--- src/rtl/gate_test_ctrl.sv ---
// Sweeps every input vector of an N_IN-input gate under test, compares the
// sampled gate output against the selected function and reports a verdict.
//
// state  | meaning
// IDLE   | waiting for start after reset
// SETTLE | vec driven, waiting SETTLE cycles for the gate to settle
// CHECK  | sample dut_out, compare, advance vec or finish
// DONE   | results held until next start or reset
module gate_test_ctrl #(
  parameter int N_IN   = 3,
  parameter int SETTLE = 1
) (
  input  logic            clk,
  input  logic            rst,
  input  logic            start,
  input  logic [2:0]      gate_sel,
  input  logic            dut_out,
  output logic [N_IN-1:0] vec,
  output logic            busy,
  output logic            done,
  output logic            pass,
  output logic [N_IN:0]   err_cnt,
  output logic [N_IN-1:0] first_fail_vec,
  output logic            first_fail_valid,
  output logic            cfg_err
);

  localparam logic [N_IN-1:0] VEC_LAST = {N_IN{1'b1}};
  localparam logic [N_IN-1:0] VEC_ONE  = {{(N_IN-1){1'b0}}, 1'b1};
  localparam logic [N_IN:0]   ERR_ONE  = {{N_IN{1'b0}}, 1'b1};
  localparam logic [3:0]      CNT_LOAD = 4'(SETTLE - 1);

  typedef enum logic [1:0] {S_IDLE, S_SETTLE, S_CHECK, S_DONE} state_t;

  state_t     state, state_nxt;
  logic [2:0] gate_q;
  logic [3:0] cnt;
  logic       exp_val;
  logic       mismatch;
  logic       launch;
  logic       reserved;

  assign launch   = start && ((state == S_IDLE) || (state == S_DONE));
  assign reserved = gate_sel[2] & gate_sel[1];

  always_ff @(posedge clk) begin
    if (!rst) state <= S_IDLE;
    else      state <= state_nxt;
  end

  always_comb begin
    state_nxt = state;
    case (state)
      S_IDLE, S_DONE: if (start) state_nxt = reserved ? S_DONE : S_SETTLE;
      S_SETTLE:       if (cnt == 4'd0) state_nxt = S_CHECK;
      S_CHECK:        state_nxt = (vec == VEC_LAST) ? S_DONE : S_SETTLE;
      default:        state_nxt = S_IDLE;
    endcase
  end

  always_comb begin
    busy    = (state == S_SETTLE) || (state == S_CHECK);
    done    = (state == S_DONE);
    pass    = done && (err_cnt == '0) && !cfg_err;
    exp_val = 1'b0;
    case (gate_q)
      3'd0:    exp_val = &vec;
      3'd1:    exp_val = |vec;
      3'd2:    exp_val = ~&vec;
      3'd3:    exp_val = ~|vec;
      3'd4:    exp_val = ^vec;
      3'd5:    exp_val = ~^vec;
      default: exp_val = 1'b0;
    endcase
    mismatch = (dut_out != exp_val);
  end

  always_ff @(posedge clk) begin
    if (!rst) begin
      gate_q           <= '0;
      vec              <= '0;
      cnt              <= '0;
      err_cnt          <= '0;
      first_fail_vec   <= '0;
      first_fail_valid <= 1'b0;
      cfg_err          <= 1'b0;
    end else if (launch) begin
      gate_q           <= gate_sel;
      vec              <= '0;
      cnt              <= CNT_LOAD;
      err_cnt          <= '0;
      first_fail_vec   <= '0;
      first_fail_valid <= 1'b0;
      cfg_err          <= reserved;
    end else begin
      case (state)
        S_SETTLE: if (cnt != 4'd0) cnt <= cnt - 4'd1;
        S_CHECK: begin
          if (mismatch) begin
            err_cnt <= err_cnt + ERR_ONE;
            if (!first_fail_valid) begin
              first_fail_vec   <= vec;
              first_fail_valid <= 1'b1;
            end
          end
          // vec holds its last value into DONE
          if (vec != VEC_LAST) begin
            vec <= vec + VEC_ONE;
            cnt <= CNT_LOAD;
          end
        end
        default: ;
      endcase
    end
  end

endmodule

--- config.mk ---
export PLATFORM = sky130hd
export DESIGN_NAME = gate_test_ctrl
export DESIGN_NICKNAME = d
export VERILOG_FILES = /design/src/rtl/gate_test_ctrl.sv
export SDC_FILE = /design/constraint.sdc
export NUM_CORES = 1
export LEC_CHECK = 0
export BUFFER_PORTS_ARGS = -buffer_cell sky130_fd_sc_hd__buf_2
export CAP_MARGIN = 20
export CORE_MARGIN = 2
export CORE_UTILIZATION = 45
export DETAILED_ROUTE_END_ITERATION = 16
export PLACE_DENSITY_LB_ADDON = 0.3
export REMOVE_ABC_BUFFERS = 1
export SYNTH_ARGS = -nofsm -noshare
export SYNTH_HDL_FRONTEND = slang
export SYNTH_SLANG_ARGS = --single-unit
export TNS_END_PERCENT = 100
--- constraint.sdc ---
create_clock -name clk -period 3 [get_ports clk]
set_input_delay 0.6 -clock clk [delete_from_list [all_inputs] [get_ports clk]]
set_output_delay 0.6 -clock clk [all_outputs]
set_load 0.02 [all_outputs]
# After elaboration in Yosys (flattened, before gate mapping)
# Cells that the tools add are included.
[word_totals]
reg_bits = 21
output_inout_bits = 15
elab_cells = 63
in_bits = 7
[op_classes]
n_reduce_logical = 25
n_mux = 9
n_eq_ne = 15
n_bitwise = 3
n_addsub = 3
[op_table]
columns = ["operator", "count"]
rows = [
  ["$eq 3x3->1 const B", 3],
  ["$reduce_and 3->1", 3],
  ["$logic_not 4->1", 2],
  ["$mux 2", 4],
  ["$mux 4", 2],
  ["$pmux 4 s2", 1],
  ["$eq 3x2->1 const B", 2],
  ["$pmux 1 s6", 1],
  ["$pmux 2 s3", 1],
  ["$reduce_and 2->1", 3],
  ["$add 4x1->4 const B", 1],
  ["$eq 2x2->1 const B", 2],
  ["$ne 2x1->1 const B", 2],
  ["$ne 2x2->1 const B", 2],
  ["$reduce_bool 4->1", 1],
  ["$reduce_or 2->1", 2],
  ["$sub 4x1->4 const B", 1],
  ["$add 3x1->3 const B", 1],
  ["$eq 3x1->1 const B", 1],
  ["$logic_and 1x1->1", 3],
  ["$logic_not 1->1", 3],
  ["$logic_not 3->1", 1],
  ["$ne 3x3->1 const B", 1],
  ["$reduce_or 3->1", 1],
  ["other kinds (9)", 11],
]

# Longest topological paths before layout
# Gate-level depths: netlist of the first run.
[depth]
word_depth = 5
mapped_depth = 8
ltp_nobuf = 7

# Worst setup path before layout of the first run
# No wires, ideal clock.
[synth_path]
path_type = "reg-to-reg"
startpoint = "register vec[0]"
endpoint = "register err_cnt[2]"
setup_slack_ps = 1025
path_stages_with_launch = 8
required_ps = 2928
setup_ps = 72
synth_period_minus_slack_ps = 1975
n_path_buf = 0
arrival_time_ps = 1903
cell_sequence = "dfxtp_1 inv_1 ha_1 and3b_1 o32a_2 a21oi_4 o21a_1 mux2i_1"
[synth_between]
elab_chain_len = 5
word_cells_on_any_way = 9
classes_between = "1 x eq/ne; 1 x mux; 7 x reduce/logical"
[synth_lines]
columns = ["item", "line", "rtl"]
rows = [
  ["from (decl)", "18", "output logic [N_IN-1:0] vec,"],
  ["from (signal assigned)", "108", "vec <= vec + VEC_ONE;"],
  ["$reduce_or 3->1 / $reduce_and 3->1 (equally long branches)", "-", ""],
  ["$logic_not 1->1, on equally long branches", "70, 69", ""],
  ["$pmux 1 s6 *", "66", "case (gate_q)"],
  ["$ne 1x1->1 *", "75", "mismatch = (dut_out != exp_val);"],
  ["$reduce_and 2->1 (no source line) *", "-", ""],
  ["to (signal assigned)", "100", "err_cnt <= err_cnt + ERR_ONE;"],
  ["to (decl)", "22", "output logic [N_IN:0] err_cnt,"],
]
# Every way passes the cells marked *; elsewhere a longest branch is shown, timed or not.
# A chain may end at the register's enable or synchronous reset.

# Worst setup path in the final report of the first run
[layout_path]
startpoint = "register state[0]"
endpoint = "register err_cnt[0]"
[layout_between]
elab_chain_len = 4
word_cells_on_any_way = 7
classes_between = "2 x eq/ne; 5 x reduce/logical"
[layout_lines]
columns = ["item", "line", "rtl"]
rows = [
  ["from (decl)", "35", "state_t state, state_nxt;"],
  ["from (signal assigned)", "48", "else state <= state_nxt;"],
  ["$eq 2x2->1 / $logic_not 2->1 (equally long branches)", "43", "assign launch = start && ((state == S_IDLE) || (state == S_DONE));"],
  ["$logic_or 1x1->1", "43", ""],
  ["$logic_and 1x1->1", "43", ""],
  ["$reduce_or 2->1 (no source line)", "-", ""],
]
# Several ways; a longest one is shown, not always the timed one.

==> results.txt, run 1 <==
* Number of unique standard cell types used by synthesis: 40
* Antenna Cells: 0
* Status: finished clean
- Largest area contributor in the synthesized netlist: sky130_fd_sc_hd__dfxtp_1
- Buffers inserted to repair hold after CTS numbered 0.
- Achievable Freq: 471 MHz
* Part of the total power dissipated in combinational logic: 51.4%
- R2r worst-path depth: 6
- Once the clock tree was built, the setup fixing pass inserted 0 buffers.
- After detailed routing, the average wire length per cell comes to 12.1 µm.
- The design draws 1080 µW.
* Post-synthesis instance area: 1260 µm²
- Synthesis inferred 21 register bits.
- Routability cong.: 0.729
* Startpoint-to-endpoint class of the critical path: register to register
- Proportion of total power due to net switching: 42.8%
- Max-cap check violation count: 0
- Share of the synthesized area in the top cell type: 33.5%
- Max-slew headroom at the worst pin: 69.4%
- After detailed routing, the number of remaining DRC violations is 0.
- Final standard cell utilization of the core: 52.2%
- For this run the aggregate overflow at the end of global routing stands at 0.
* Largest net degree at the start of global routing: 14
- By count the netlist is led by sky130_fd_sc_hd__dfxtp_1, sky130_fd_sc_hd__nand2_1, sky130_fd_sc_hd__ha_1.
- EDFF count, synth: 0
- Yosys attributes the largest share of cell area to sky130_fd_sc_hd__dfxtp_1, sky130_fd_sc_hd__ha_1, sky130_fd_sc_hd__nand2_1.
- Endpoint of the most critical register-to-register path: err_cnt[0]$_SDFFE_PP0P_
- Setup repair after global routing left no endpoint under its margin.
* Crit path to: err_cnt[0]$_SDFFE_PP0P_
- During synthesis, Yosys emitted a total of 0 warnings.
- The number of antenna violations at the first check in global routing is 0.
* Area added between synthesis and finish: 12.6%
- Mapped Cells: 147
- Required time at the endpoint of the critical path: 3.26 ns
* Clock Path Buffers: 2
- The initialized floorplan defines 19 standard-cell rows.
- Internal power comes to 619 µW.
* Clk sinks: 21
- Pin placement for this block handled 22 I/O pins.
- Die Span X: 56.8 µm
- Count of buffers inserted at the top-level ports: 21
- After the first detailed-routing iteration, the DRC count stood at 24.
* CTS buffer count: 3
- Chip Height: 56.8 µm
- Clock tree synthesis selected as its root buffer the cell sky130_fd_sc_hd__clkbuf_4.
- The count of endpoints failing hold in the final timing report came to 0.
* Power density over the cells: 765 nW/µm²
* Share of final-layout standard cells stronger than drive strength 1: 19.5%
- The analysis attributes to net switching a power of 464 µW.
- The clock network burns 13.3% of the power.
- Leading register cell type out of synthesis: sky130_fd_sc_hd__dfxtp_1
* Placeable core region: 2710 µm²
- The die covers 3230 µm².
- Leakage: 0.000629 µW
* Hold/Removal Path Class: register to register
- The clock period could shrink to 2.12 ns.
- Initial Util: 46.4%
- Startpoint Class: register
- Vias per Instance: 5.41
- After detailed routing, the total wire length is 2420 µm.
- Number of iterations in the first detailed-routing pass: 4
- Setup total negative slack on the finished layout was measured at 0 ns.
* Final antenna-violating net count: 0
- In this run the number of H-tree levels came out at 1.
* Via total after detailed routing: 1,081
* Wire length of the first global-routing pass: 4530 µm
* Sequential fraction of design power: 35.4%
- By instance count, the leading cell after synthesis is sky130_fd_sc_hd__dfxtp_1.
- Worst supply voltage drop on vdd: 0.650 mV
- In the final design database the tool counted 189 nets.
* Start point of the critical path: state[0]$_SDFFE_PN0P_
- The worst register-to-register path begins at state[0]$_SDFFE_PN0P_.
- Crit end category: register
- Post-route clock period utilization: 70.8%
- Along the worst path, the maximum fanout reaches 13.
* Clock insertion delay at the later pin of the skew report: 0.31 ns
* Worst slew pin tran: 0.459 ns
- Register area share after synthesis: 33.5%
- Async SR Flop Fraction: 0%
- The setup check on the worst reg-to-reg path leaves a slack of 0.88 ns.
- Global routing used 17.5% of the available tracks across all layers.
- Post-CTS repair changed the size of 0 cells.
* Vias in the first global route: 1,059
- For the worst setup path, the data arrival time is 2.39 ns.
* Final-report max-slew violation count: 0
* Clock slew at the register clock pins of the worst setup and hold paths: 0.12 ns
- Setup skew after layout: 0.00493 ns
* Clock tree from TritonCTS: done
- Dividing the synthesized area by the synthesized cell count gives 8.55 µm².
- Setup violations remaining at the end of the flow were counted as 0.
* Final HPWL DP: 1850 µm
-- power by group through the flow --
stage	clock network [µW]	logic, µW	registers (µW)
after global placement	0	537	386
after floorplan	0	440	387
final	143	556	383
after CTS	148	555	383
after detailed placement	0	554	389
after global routing	158	634	394
-- worst min-delay path by stage --
stage | start | endpoint | slack (ns) | depth (start not counted)
finish | first_fail_vec[1]$_SDFFE_PP0P_ | first_fail_vec[1]$_SDFFE_PP0P_ | 0.47 | 2
CTS | first_fail_vec[1]$_SDFFE_PP0P_ | first_fail_vec[1]$_SDFFE_PP0P_ | 0.48 | 2
floorplan | gate_q[1]$_SDFFE_PN0P_ | gate_q[1]$_SDFFE_PN0P_ | 0.45 | 2
global route | first_fail_vec[0]$_SDFFE_PP0P_ | first_fail_vec[0]$_SDFFE_PP0P_ | 0.50 | 2
detailed placement | first_fail_vec[1]$_SDFFE_PP0P_ | first_fail_vec[1]$_SDFFE_PP0P_ | 0.46 | 2
global placement | first_fail_vec[1]$_SDFFE_PP0P_ | first_fail_vec[1]$_SDFFE_PP0P_ | 0.46 | 2
-- cell type report --
cell class	count	area, µm²
sequential	21	420
fill	270	1290
clock buffer	4	26.3
tap	31	38.8
multi-input combinational	114	791
timing repair buffer	21	105
inverter	9	33.8
-- critical path, stage by stage, from the launching register on --
cell and delay [ns]:
sky130_fd_sc_hd__dfxtp_1 0.43, sky130_fd_sc_hd__inv_1 0.07, sky130_fd_sc_hd__ha_1 0.41, sky130_fd_sc_hd__nand2_1 0.20, sky130_fd_sc_hd__nand2_1 0.32, sky130_fd_sc_hd__or4_1 0.59, sky130_fd_sc_hd__nand2_1 0.07
-- cell families after synthesis --
group,count (synthesis),synth area share (%)
AOI/OAI and AO/OA,34,20.0
xor gates and xnor gates,2,2.49
adders and majority gates,12,12.0
buffers and inverters,12,3.59
DFF,21,33.5
muxes,4,3.19
and+or+nand+nor,62,25.3
-- flip-flops by register name, indices dropped and copies added, names as in the netlist --
signal,count
state,2
cfg_err,1
err_cnt,4
vec,3
first_fail_vec,3
cnt,4
gate_q,3
first_fail_valid,1
-- through the flow --
| stage | setup WS (ns) | area [µm²] | hold WS [ns] | cells |
|---|---|---|---|---|
| after global placement | 1.01 | 1390 | 0.456 | 196 |
| after CTS | 0.882 | 1420 | 0.482 | 200 |
| after floorplan | 1.03 | 1240 | 0.447 | 144 |
| after detailed placement | 0.907 | 1390 | 0.464 | 196 |
| after global routing | 0.717 | 1420 | 0.503 | 200 |
| final | 0.877 | 1420 | 0.474 | 200 |
-- cells in the final DEF, fill, tap and decap left out, drive strengths merged, types with 2 or more instances in the layout --
cell type  netlist  final
o21ai            6      6
inv              9      9
nand2           16     16
and2             2      2
and3             2      2
nor3             4      4
nor4             2      2
a21oi           10     10
nor2b            6      6
a21boi           5      5
nor2            10     10
ha              12     12
dfxtp           21     21
nand2b           5      5
o211ai           2      2
a21o             2      2
clkbuf           3      4
nand3            8      8
buf              0     21
mux2i            4      4
or3              2      2
o21a             3      3
-- routing by layer --
layer  vias to the layer above  track usage, %  part of all wire, %
li1                        557               -                    -
met1                       494            24.3                   49
met2                        26            27.4                   45
met3                         4            2.07                  4.4
met4                         0            7.31                  1.6
met5                         -               0                    0
Power figures use the tool's default switching activity.
==> run 2, diff against run 1 <==
==> constraint.sdc (replaced) <==
create_clock -name clk -period 2.15 [get_ports clk]
set_input_delay 0.43 -clock clk [delete_from_list [all_inputs] [get_ports clk]]
set_output_delay 0.43 -clock clk [all_outputs]
set_load 0.02 [all_outputs]
==> results.txt, run 2 (synthesized netlist as in run 1, its figures left out) <==
* Largest registers in the final layout: cnt x4, err_cnt x4
- Number of buffers added to fix hold violations after cts: 0
- The die is 56.8 µm tall.
- The number of max-slew violations in the final report came to 0.
* Total design power: 1510 µW
- The worst setup path is of the register to register kind.
* Worst flop-to-flop path startpoint: vec[0]$_SDFFE_PP0P_
- CTS buffer count: 3
- Minimum setup slack among reg-to-reg paths: 0.13 ns
- Setup repair after global routing left no endpoint under its margin.
- Startpoint Class: register
* Power density over the cells: 1060 nW/µm²
- The routed design could run at a clock period as short as 2.02 ns.
- After routing, the total negative slack on setup checks comes to 0 ns.
- The repair_antennas step left the layout with diodes totalling 0.
- Max-slew headroom at the worst pin: 72.9%
- For this run, the share of the core covered by cells in the final layout is 52.5%.
* Internal power: 869 µW
- Routed length per placed instance: 12.2 µm
- Critical Path AT: 2.25 ns
- DRT iter0 DRCs: 21
- The signal on the critical path passes through inv_1 -> ha_1 -> and3b_1 -> o32a_2 -> a21oi_4 -> o21a_1 -> mux2i_1.
* Final Routed Wirelength: 2450 µm
* Clock root buffer: sky130_fd_sc_hd__clkbuf_4
- Setup-failing EPs final: 0
- Max-cap check violation count: 0
* Worst supply voltage drop on vdd: 0.928 mV
- The run finished with clean final reports.
- For this run, the slowest stage of the critical path takes 0.46 ns.
* Wire length of the first global-routing pass: 4330 µm
- The most critical setup path has its startpoint at vec[0]$_SDFFE_PP0P_.
* Final antenna-violating net count: 0
- The area growth from synthesis to layout is 13.2%.
* Number of nets at the end of the flow: 190
- I/O pins: 22
- Hold/Removal Path Class: input port to register
- Setup skew after layout: 0.00116 ns
- For this design, the sink count on the clock tree is 21.
- Per report_power, the clock group accounts for 12.3% of the total.
- Of the available clock period, the critical path in the final layout requires 94.1%.
* Initial Util: 46.4%
* R2r worst-path depth: 7
- Post-CTS repair changed the size of 0 cells.
- Clock tree from TritonCTS: done
- Row Count: 19
- Final HPWL DP: 1910 µm
* Hold Worst Slack: 0.383 ns
- Count of buffers inserted at the top-level ports: 21
- Commonest cells after routing, fill and taps aside: sky130_fd_sc_hd__dfxtp_1, sky130_fd_sc_hd__buf_2, sky130_fd_sc_hd__nand2_1
* Peak fanout along the critical path: 7
- Clock-pin slew was measured on the worst setup and hold paths at 0.11 ns.
- The worst setup path is captured at a register.
* Hold Violations, Final: 0
- Vias in the first global route: 1,017
- Number of iterations in the first detailed-routing pass: 4
- The number of antenna violations at the first check in global routing came to 0.
* Clock Path Buffers: 2
* Final routed DRC violation total: 0
- STA puts the critical path data required time at 2.38 ns.
- Worst setup margin: 0.127 ns
- The final route contains 1,078 vias.
* Sequential fraction of design power: 35.3%
- In this run, the combinational gates consume 52.4% of the power.
- For this design, the slowest cell found on the critical path is sky130_fd_sc_hd__o32a_2.
- The clock reaches the later pin of the worst-skew pair after 0.29 ns.
- Leakage: 0.000633 µW
* Proportion of total power due to net switching: 42.6%
* Placeable core region: 2710 µm²
* Share of final-layout standard cells stronger than drive strength 1: 20.0%
- Overflow after GRT: 0
- Achievable Freq: 494 MHz
- After detailed routing, the number of vias per cell comes to 5.36.
* Endpoint of the most critical register-to-register path: err_cnt[3]$_SDFFE_PP0P_
- In this run the number of H-tree levels came out at 1.
* Crit path to: err_cnt[3]$_SDFFE_PP0P_
- Entering global routing, the biggest net connects 13 pins.
* Area of the die: 3230 µm²
* Post-CTS setup buffer count: 0
- Die Span X: 56.8 µm
* Routability cong.: 0.783
- For this run, the total global-route usage over all layers was measured as 16.7%.
* Worst slew pin tran: 0.405 ns
* Net Sw Power: 645 µW
- OpenSTA, run right after detailed placement, puts the worst setup slack at 0.151 ns.
-- run 2: changes by cell type in the layout (fill, tap and decap cells not counted) --
cell,delta
sky130_fd_sc_hd__buf_4,+1
-- run 2: per-stage QoR --
stage | instances | cell area, µm²
finish | 201 | 1420
global route | 201 | 1420
CTS | 201 | 1420
detailed placement | 197 | 1400
global placement | 197 | 1400
floorplan | 144 | 1240
-- run 2: how the worst min path moves through the flow --
stage,endpoint,startpoint,slack [ns],cells after the start
finish,gate_q[0]$_SDFFE_PN0P_,gate_sel[0],0.38,3
global route,gate_q[0]$_SDFFE_PN0P_,gate_sel[0],0.37,3
CTS,gate_q[0]$_SDFFE_PN0P_,gate_sel[0],0.37,3
detailed placement,first_fail_vec[2]$_SDFFE_PP0P_,first_fail_vec[2]$_SDFFE_PP0P_,0.46,2
global placement,first_fail_vec[1]$_SDFFE_PP0P_,first_fail_vec[1]$_SDFFE_PP0P_,0.45,2
floorplan,gate_q[1]$_SDFFE_PN0P_,gate_q[1]$_SDFFE_PN0P_,0.45,2
-- run 2: worst max-delay path: cells and delay by family (launching register included) --
kind	cells	cell delay, ns
compound gates	3	0.87
fa+ha+maj	1	0.20
buf+inv	1	0.07
flops	1	0.43
mux	1	0.18
simple gates	1	0.22
-- run 2: layout make-up --
| cell class | instances | area (µm²) |
|---|---|---|
| Clock buffer | 4 | 26.3 |
| Multi-Input combinational cell | 114 | 791 |
| Inverter | 9 | 33.8 |
| Timing Repair Buffer | 22 | 113 |
| Fill cell | 285 | 1290 |
| Tap cell | 31 | 38.8 |
| Sequential cell | 21 | 420 |
-- run 2: power by group through the flow --
stage                     Combinational [µW]  Clock (µW)  Sequential (µW)
after floorplan                          614           0              540
after global placement                   757           0              538
after CTS                                794         196              535
final                                    794         186              534
after detailed placement                 788           0              544
after global routing                     896         212              548
-- run 2: routing by layer --
layer | share of wire (%) | vias up | track usage [%] | wire, µm
li1 | - | 559 | - | -
met3 | 3.7 | 2 | 2.76 | 91
met1 | 49 | 496 | 22.9 | 1200
met2 | 47 | 21 | 27.9 | 1140
met4 | 0.78 | 0 | 2.99 | 19
met5 | 0 | - | 0 | 0
